$ cat src/rtl/reg_bus_regfile_pkg.sv
// Shared types and helpers for the register-bus responder.
package reg_bus_regfile_pkg;

    typedef enum logic {
        IDLE,
        WAIT
    } state_e;

    localparam int unsigned LOCK_BIT = 0;

    function automatic int unsigned idx_w(input int unsigned n);
        idx_w = (n < 2) ? 1 : int'($clog2(n));
    endfunction

endpackage

$ cat src/rtl/reg_bus_regfile_decode.sv
// Combinational address decode: register index, alignment, range and read-only hit.
module reg_bus_regfile_decode
    import reg_bus_regfile_pkg::*;
#(
    parameter int unsigned          ADDR_WIDTH = 32,
    parameter int unsigned          DATA_WIDTH = 32,
    parameter int unsigned          NUM_REGS   = 16,
    parameter logic [NUM_REGS-1:0]  RO_MASK    = '0
) (
    input  logic [ADDR_WIDTH-1:0]          addr_i,
    output logic [idx_w(NUM_REGS)-1:0]     index_o,
    output logic                           misaligned_o,
    output logic                           out_of_range_o,
    output logic                           ro_hit_o
);

    localparam int unsigned IW  = idx_w(NUM_REGS);
    localparam int unsigned OFS = $clog2(DATA_WIDTH / 8);
    localparam logic [ADDR_WIDTH-1:0] ALIGN_MASK = ADDR_WIDTH'((1 << OFS) - 1);

    assign index_o        = addr_i[OFS +: IW];
    assign misaligned_o   = |(addr_i & ALIGN_MASK);
    // Any bit above the index field selects a non-existent register.
    assign out_of_range_o = |(addr_i >> (OFS + IW));
    assign ro_hit_o       = RO_MASK[index_o];

endmodule

$ cat src/rtl/reg_bus_regfile.sv
// Register-bus responder: NUM_REGS registers with byte strobes, wait states and error reporting.
// Optional sticky lock register enabled by defining REG_BUS_REGFILE_LOCK_EN.
module reg_bus_regfile
    import reg_bus_regfile_pkg::*;
#(
    parameter int unsigned                      ADDR_WIDTH  = 32,
    parameter int unsigned                      DATA_WIDTH  = 32,
    parameter int unsigned                      NUM_REGS    = 16,
    parameter int unsigned                      WAIT_CYCLES = 0,
    parameter logic [NUM_REGS-1:0]              RO_MASK     = '0,
    parameter logic [NUM_REGS*DATA_WIDTH-1:0]   RESET_VAL   = '0
) (
    input  logic                            clk_i,
    input  logic                            rst_ni,
    input  logic [ADDR_WIDTH-1:0]           reg_addr_i,
    input  logic                            reg_write_i,
    input  logic [DATA_WIDTH-1:0]           reg_wdata_i,
    input  logic [DATA_WIDTH/8-1:0]         reg_wstrb_i,
    input  logic                            reg_valid_i,
    output logic [DATA_WIDTH-1:0]           reg_rdata_o,
    output logic                            reg_error_o,
    output logic                            reg_ready_o,
    output logic [NUM_REGS*DATA_WIDTH-1:0]  reg_q_o,
    input  logic [NUM_REGS-1:0]             hw_we_i,
    input  logic [NUM_REGS*DATA_WIDTH-1:0]  hw_wdata_i
);

    localparam int unsigned IW = idx_w(NUM_REGS);
    localparam int unsigned NB = DATA_WIDTH / 8;

    logic [IW-1:0]         idx;
    logic                  misaligned;
    logic                  out_of_range;
    logic                  ro_hit;
    logic                  lock_blk;
    logic                  err_c;
    logic                  ready;
    logic                  commit;
    state_e                state_q;
    logic [3:0]            cnt_q;
    logic [DATA_WIDTH-1:0] regs_q [NUM_REGS];
    logic [DATA_WIDTH-1:0] regs_d [NUM_REGS];

    reg_bus_regfile_decode #(
        .ADDR_WIDTH (ADDR_WIDTH),
        .DATA_WIDTH (DATA_WIDTH),
        .NUM_REGS   (NUM_REGS),
        .RO_MASK    (RO_MASK)
    ) u_decode (
        .addr_i         (reg_addr_i),
        .index_o        (idx),
        .misaligned_o   (misaligned),
        .out_of_range_o (out_of_range),
        .ro_hit_o       (ro_hit)
    );

`ifdef REG_BUS_REGFILE_LOCK_EN
    localparam int unsigned LOCK_IDX = NUM_REGS - 1;
    // Once locked, only the lock register itself stays bus-writable.
    assign lock_blk = reg_write_i && regs_q[LOCK_IDX][LOCK_BIT] && (idx != IW'(LOCK_IDX));
`else
    assign lock_blk = 1'b0;
`endif

    assign err_c  = misaligned || out_of_range || (reg_write_i && ro_hit) || lock_blk;
    assign commit = ready && reg_write_i && !err_c;

    always_comb begin
        ready = 1'b0;
        if (WAIT_CYCLES == 0) begin
            ready = reg_valid_i;
        end else begin
            ready = (state_q == WAIT) && reg_valid_i && (cnt_q == 4'(WAIT_CYCLES));
        end
    end

    assign reg_ready_o = ready;
    assign reg_error_o = ready && err_c;
    assign reg_rdata_o = (ready && !reg_write_i && !err_c) ? regs_q[idx] : '0;

    always_ff @(posedge clk_i or negedge rst_ni) begin
        if (!rst_ni) begin
            state_q <= IDLE;
            cnt_q   <= '0;
        end else begin
            case (state_q)
                IDLE: begin
                    if (reg_valid_i && (WAIT_CYCLES != 0)) begin
                        state_q <= WAIT;
                        cnt_q   <= 4'd1;
                    end
                end
                WAIT: begin
                    if (!reg_valid_i || ready) begin
                        state_q <= IDLE;
                        cnt_q   <= '0;
                    end else begin
                        cnt_q <= cnt_q + 4'd1;
                    end
                end
                default: begin
                    state_q <= IDLE;
                    cnt_q   <= '0;
                end
            endcase
        end
    end

    // Hardware load first, then bus bytes on top so the bus wins a collision.
    always_comb begin
        for (int unsigned k = 0; k < NUM_REGS; k++) begin
            regs_d[k] = regs_q[k];
            if (hw_we_i[k]) begin
                regs_d[k] = hw_wdata_i[k*DATA_WIDTH +: DATA_WIDTH];
            end
            if (commit && (idx == IW'(k)) && !RO_MASK[k]) begin
                for (int unsigned b = 0; b < NB; b++) begin
                    if (reg_wstrb_i[b]) begin
                        regs_d[k][b*8 +: 8] = reg_wdata_i[b*8 +: 8];
                    end
                end
            end
        end
`ifdef REG_BUS_REGFILE_LOCK_EN
        regs_d[LOCK_IDX][LOCK_BIT] = regs_d[LOCK_IDX][LOCK_BIT] | regs_q[LOCK_IDX][LOCK_BIT];
`endif
    end

    always_ff @(posedge clk_i or negedge rst_ni) begin
        if (!rst_ni) begin
            for (int unsigned k = 0; k < NUM_REGS; k++) begin
                regs_q[k] <= RESET_VAL[k*DATA_WIDTH +: DATA_WIDTH];
            end
        end else begin
            for (int unsigned k = 0; k < NUM_REGS; k++) begin
                regs_q[k] <= regs_d[k];
            end
        end
    end

    for (genvar g = 0; g < NUM_REGS; g++) begin : g_q
        assign reg_q_o[g*DATA_WIDTH +: DATA_WIDTH] = regs_q[g];
    end

    a_valid_held_in_wait: assert property (
        @(posedge clk_i) disable iff (!rst_ni) (state_q == WAIT) |-> reg_valid_i
    );

endmodule
$ cat config.mk
export PLATFORM = sky130hd
export DESIGN_NAME = reg_bus_regfile
export DESIGN_NICKNAME = d
export VERILOG_FILES = /design/src/rtl/reg_bus_regfile_pkg.sv /design/src/rtl/reg_bus_regfile_decode.sv /design/src/rtl/reg_bus_regfile.sv
export SDC_FILE = /design/constraint.sdc
export NUM_CORES = 1
export LEC_CHECK = 0
export ABC_CLOCK_PERIOD_IN_PS = 2600
export BUFFER_PORTS_ARGS = -buffer_cell sky130_fd_sc_hd__buf_2
export CORE_AREA = 2 2 444 446
export CTS_BUF_LIST = sky130_fd_sc_hd__clkbuf_8
export DETAILED_ROUTE_END_ITERATION = 7
export DIE_AREA = 0 0 446 448
export GPL_ROUTABILITY_DRIVEN = 0
export GPL_TIMING_DRIVEN = 1
export SYNTH_ARGS = -nofsm -noshare
export SYNTH_HDL_FRONTEND = slang
export SYNTH_HIERARCHICAL = 1
export SYNTH_SLANG_ARGS = --single-unit
export TNS_END_PERCENT = 100
$ cat constraint.sdc
create_clock -name clk_i -period 2.6 [get_ports clk_i]
set_input_delay 0.13 -clock clk_i [delete_from_list [all_inputs] [get_ports clk_i]]
set_output_delay 0.13 -clock clk_i [all_outputs]
set_load 0.05 [all_outputs]
==> out/results.txt <==
Final Max Tran Viols -> 0
Vias -> 32400
Hold endpoint -> reg_q_o[169]
Initial antenna violation count -> 70
WL/cell -> 32.2 µm
Vias in the first global route -> 33500
DP Worst Slack -> -0.684 ns
Setup TNS -> -6.87 ns
Final core occ -> 27.7%
IO Count -> 1146
Main synth FF type -> dfrtp_1
Slew margin rel. -> 37.4%
R2R Setup Slk -> 0.24 ns
LEAKAGE -> 23.4 nW
Final non-filler cell total -> 7021
Avg Cell Area, Syn -> 14.5 µm²
Port bufs -> 1145
Initial Util -> 15.5%
CP max stage cell -> o211ai_1
CTS tree -> yes
Fin. Hold Viols -> 0
Top cell type's share of synthesized area -> 42.5%
Top post-synthesis cells by count -> 1024 x mux2_2, 512 x dfrtp_1, 128 x mux4_2, 111 x clkbuf_1, 68 x nand3_1
Share of post-route cells with drive strength above 1 -> 63.2%
Cell Pwr Density -> 544 nW/µm²
Clk_lat worst skew -> 0.80 ns
Worst hold path class -> input port to flop
Area Overhead vs Synth -> 78.7%
Worst hold stages -> 4
GRT overflow -> 0
Worst hold margin -> 0.0995 ns
Fmax -> 322 MHz
Nets -> 4953
Synth Register Bits -> 512
Longest Clk Path Bufs -> 3
Clk slew on worst S/H paths -> 0.05 ns
Die area -> 200000 µm²
FF-to-FF Start -> reg_q_o[242]
Critical path peak fanout -> 4
Total Routed Length -> 226000 µm
Largest net degree at the start of global routing -> 67
Drt drc -> 0
Min Clock Period, post-route -> 3.11 ns
1st-pass router iterations -> 8
Antenna Nets Post-Route -> 0
Ys async rst share -> 100%
Critical Path RT -> 2.47 ns
Reg2Reg Depth -> 4
Most frequent CP cell -> buf_6
Synth cell types -> 33
Post-synth EDFFs -> 0
Die H -> 448 µm
Failing checks -> negative setup slack
VDD IR-drop max -> 0.000383 V
Final setup violation count -> 69
Count leader, synth -> mux2_2
Unrepaired setup endpoints after global routing -> true
Clock skew -> 0 ns
First DRT Iteration DRCs -> 3327
Synth warnings -> 6
Cell Chain, Critical Path -> buf_2 > nor4_2 > buf_4 > and3_1 > nand4_1 > buf_6 > nor4b_4 > buf_6 > nand2b_4 > buf_8 > o211ai_1 > clkbuf_16
Critical path's largest stage delay -> 0.70 ns
Syn Inst Count -> 2082
Syn Nets -> 2682
Synth top area cells -> dfrtp_1 42%, mux2_2 38%, mux4_2 9.6%, clkbuf_1 1.4%, nand3_1 1.1%
All-Layer GR Usage -> 21.5%
Root buf cell -> clkbuf_8
Total CTS buffers -> 101
CP delay by family, top -> buffers and inverters
Setup crit start kind -> input port
# rows -> 162
H-tree Lvls -> 3
Sink Count -> 512
Area leader, netlist -> dfrtp_1
Placed insts -> 5819
Synth Cell Area -> 30200 µm²
Sequential share of the synthesized area -> 42.5%
DPL Wire Length -> 173000 µm
Post-route clock period utilization -> 120%
R2R Path End -> reg_q_o[242]
Critical path arrival -> 2.98 ns
Max_cap viols -> 0
Setup crit end kind -> output pin
First-pass GRT wire length -> 291000 µm
Worst path bufs/invs -> 6
Vias/cell -> 4.62
Outcome -> finished, violations left
Core area -> 195000 µm²
Die boundary width -> 446 µm
Max reg flops -> 512
Final setup margin -> -0.508 ns
Worst-Margin Slew -> 0.939 ns
CP Class -> input port to output pin
Hold path start -> hw_we_i[5]
==> metrics by stage <==
stage / area, µm² / total power [W]
finish: 53900 / 0.0293
global route: 53800 / 0.0301
CTS: 53400 / 0.0292
detailed placement: 41400 / 0.0185
global placement: 41400 / 0.0184
floorplan: 30200 / 0.0147
==> cell usage in the layout (no fill, tap or decap), types with 6 or more instances in the layout <==
cell type	synthesis	routed
buf_4	19	163
dfrtp_1	512	511
o211ai_1	32	32
mux2_2	1024	1024
nand4_2	21	10
clkinv_2	0	9
nand4_4	0	11
nor3b_4	8	10
buf_2	34	1098
mux2i_1	32	29
mux4_2	128	128
nand3_1	68	65
nor3_4	11	12
clkbuf_8	0	123
nand3_4	0	12
clkinvlp_4	0	7
diode_2	0	50
buf_6	13	31
nand3_2	24	15
dlymetal6s4s_1	0	9
dlygate4sd3_1	0	932
inv_1	0	29
buf_12	0	109
bufinv_16	0	6
nand3b_1	9	9
==> layer usage <==
layer | track usage [%] | part of all wire (%) | vias up
li1 | - | - | 12600
met1 | 23.6 | 35 | 16400
met2 | 34.4 | 46 | 2575
met3 | 9.36 | 12 | 753
met4 | 12.7 | 6.6 | 12
met5 | 1.25 | 0.18 | -
==> logic make-up after synthesis <==
kind of cell,count (synthesis),share of synthesized area (%)
multiplexers,1184,48.9
flip-flops,512,42.5
buffers and inverters,183,2.98
AND/OR/NAND/NOR,169,4.83
AO/OA/AOI/OAI,33,0.822
other,1,0.0124
==> layout make-up <==
class                           instances  area, µm²
Clock buffer                          122       1680
Multi-Input combinational cell       1387      16800
Tap cell                             2542       3180
Antenna cell                           50        125
Clock inverter                         57        464
Timing Repair Buffer                 2351      18900
Fill cell                           19800     141000
Sequential cell                       512      12800
==> worst register-to-register path: cells and delay by family, from the launching register on <==
family	cells	cell delay (ns)
multiplexers	2	0.59
flip-flops	1	0.49
buffers and inverters	2	1.15
==> worst max path at each step <==
stage | from | to | slack, ns | depth (start not counted)
after floorplan | reg_addr_i[17] | reg_rdata_o[10] | 0.02 | 7
after global placement | reg_addr_i[16] | reg_rdata_o[21] | -0.72 | 12
after CTS | reg_addr_i[17] | reg_rdata_o[14] | -0.39 | 11
after global routing | reg_addr_i[17] | reg_rdata_o[14] | -0.50 | 11
final | reg_addr_i[31] | reg_rdata_o[14] | -0.51 | 12
after detailed placement | reg_addr_i[31] | reg_rdata_o[21] | -0.68 | 13
==> report_power, final <==
part	total, W	internal (W)	switching (W)	leakage [nW]
clock	0.00904	0.00487	0.00417	1.19
combinational	0.0105	0.00416	0.00634	16.2
sequential	0.00979	0.00878	0.00101	5.99
total	0.0293	0.0178	0.0115	23.4
==> repair_timing <==
action | 4_1_cts | 5_1_grt
endpoints found under the hold margin | 1024 | 0
gates cloned | 0 | 1
hold buffers | 966 | 0
pin swaps | 11 | 16
resized for setup | 33 | 72
setup buffers | 7 | 29
setup endpoints to repair | 33 | 232
No activity file was read; power rests on OpenSTA's default activity.
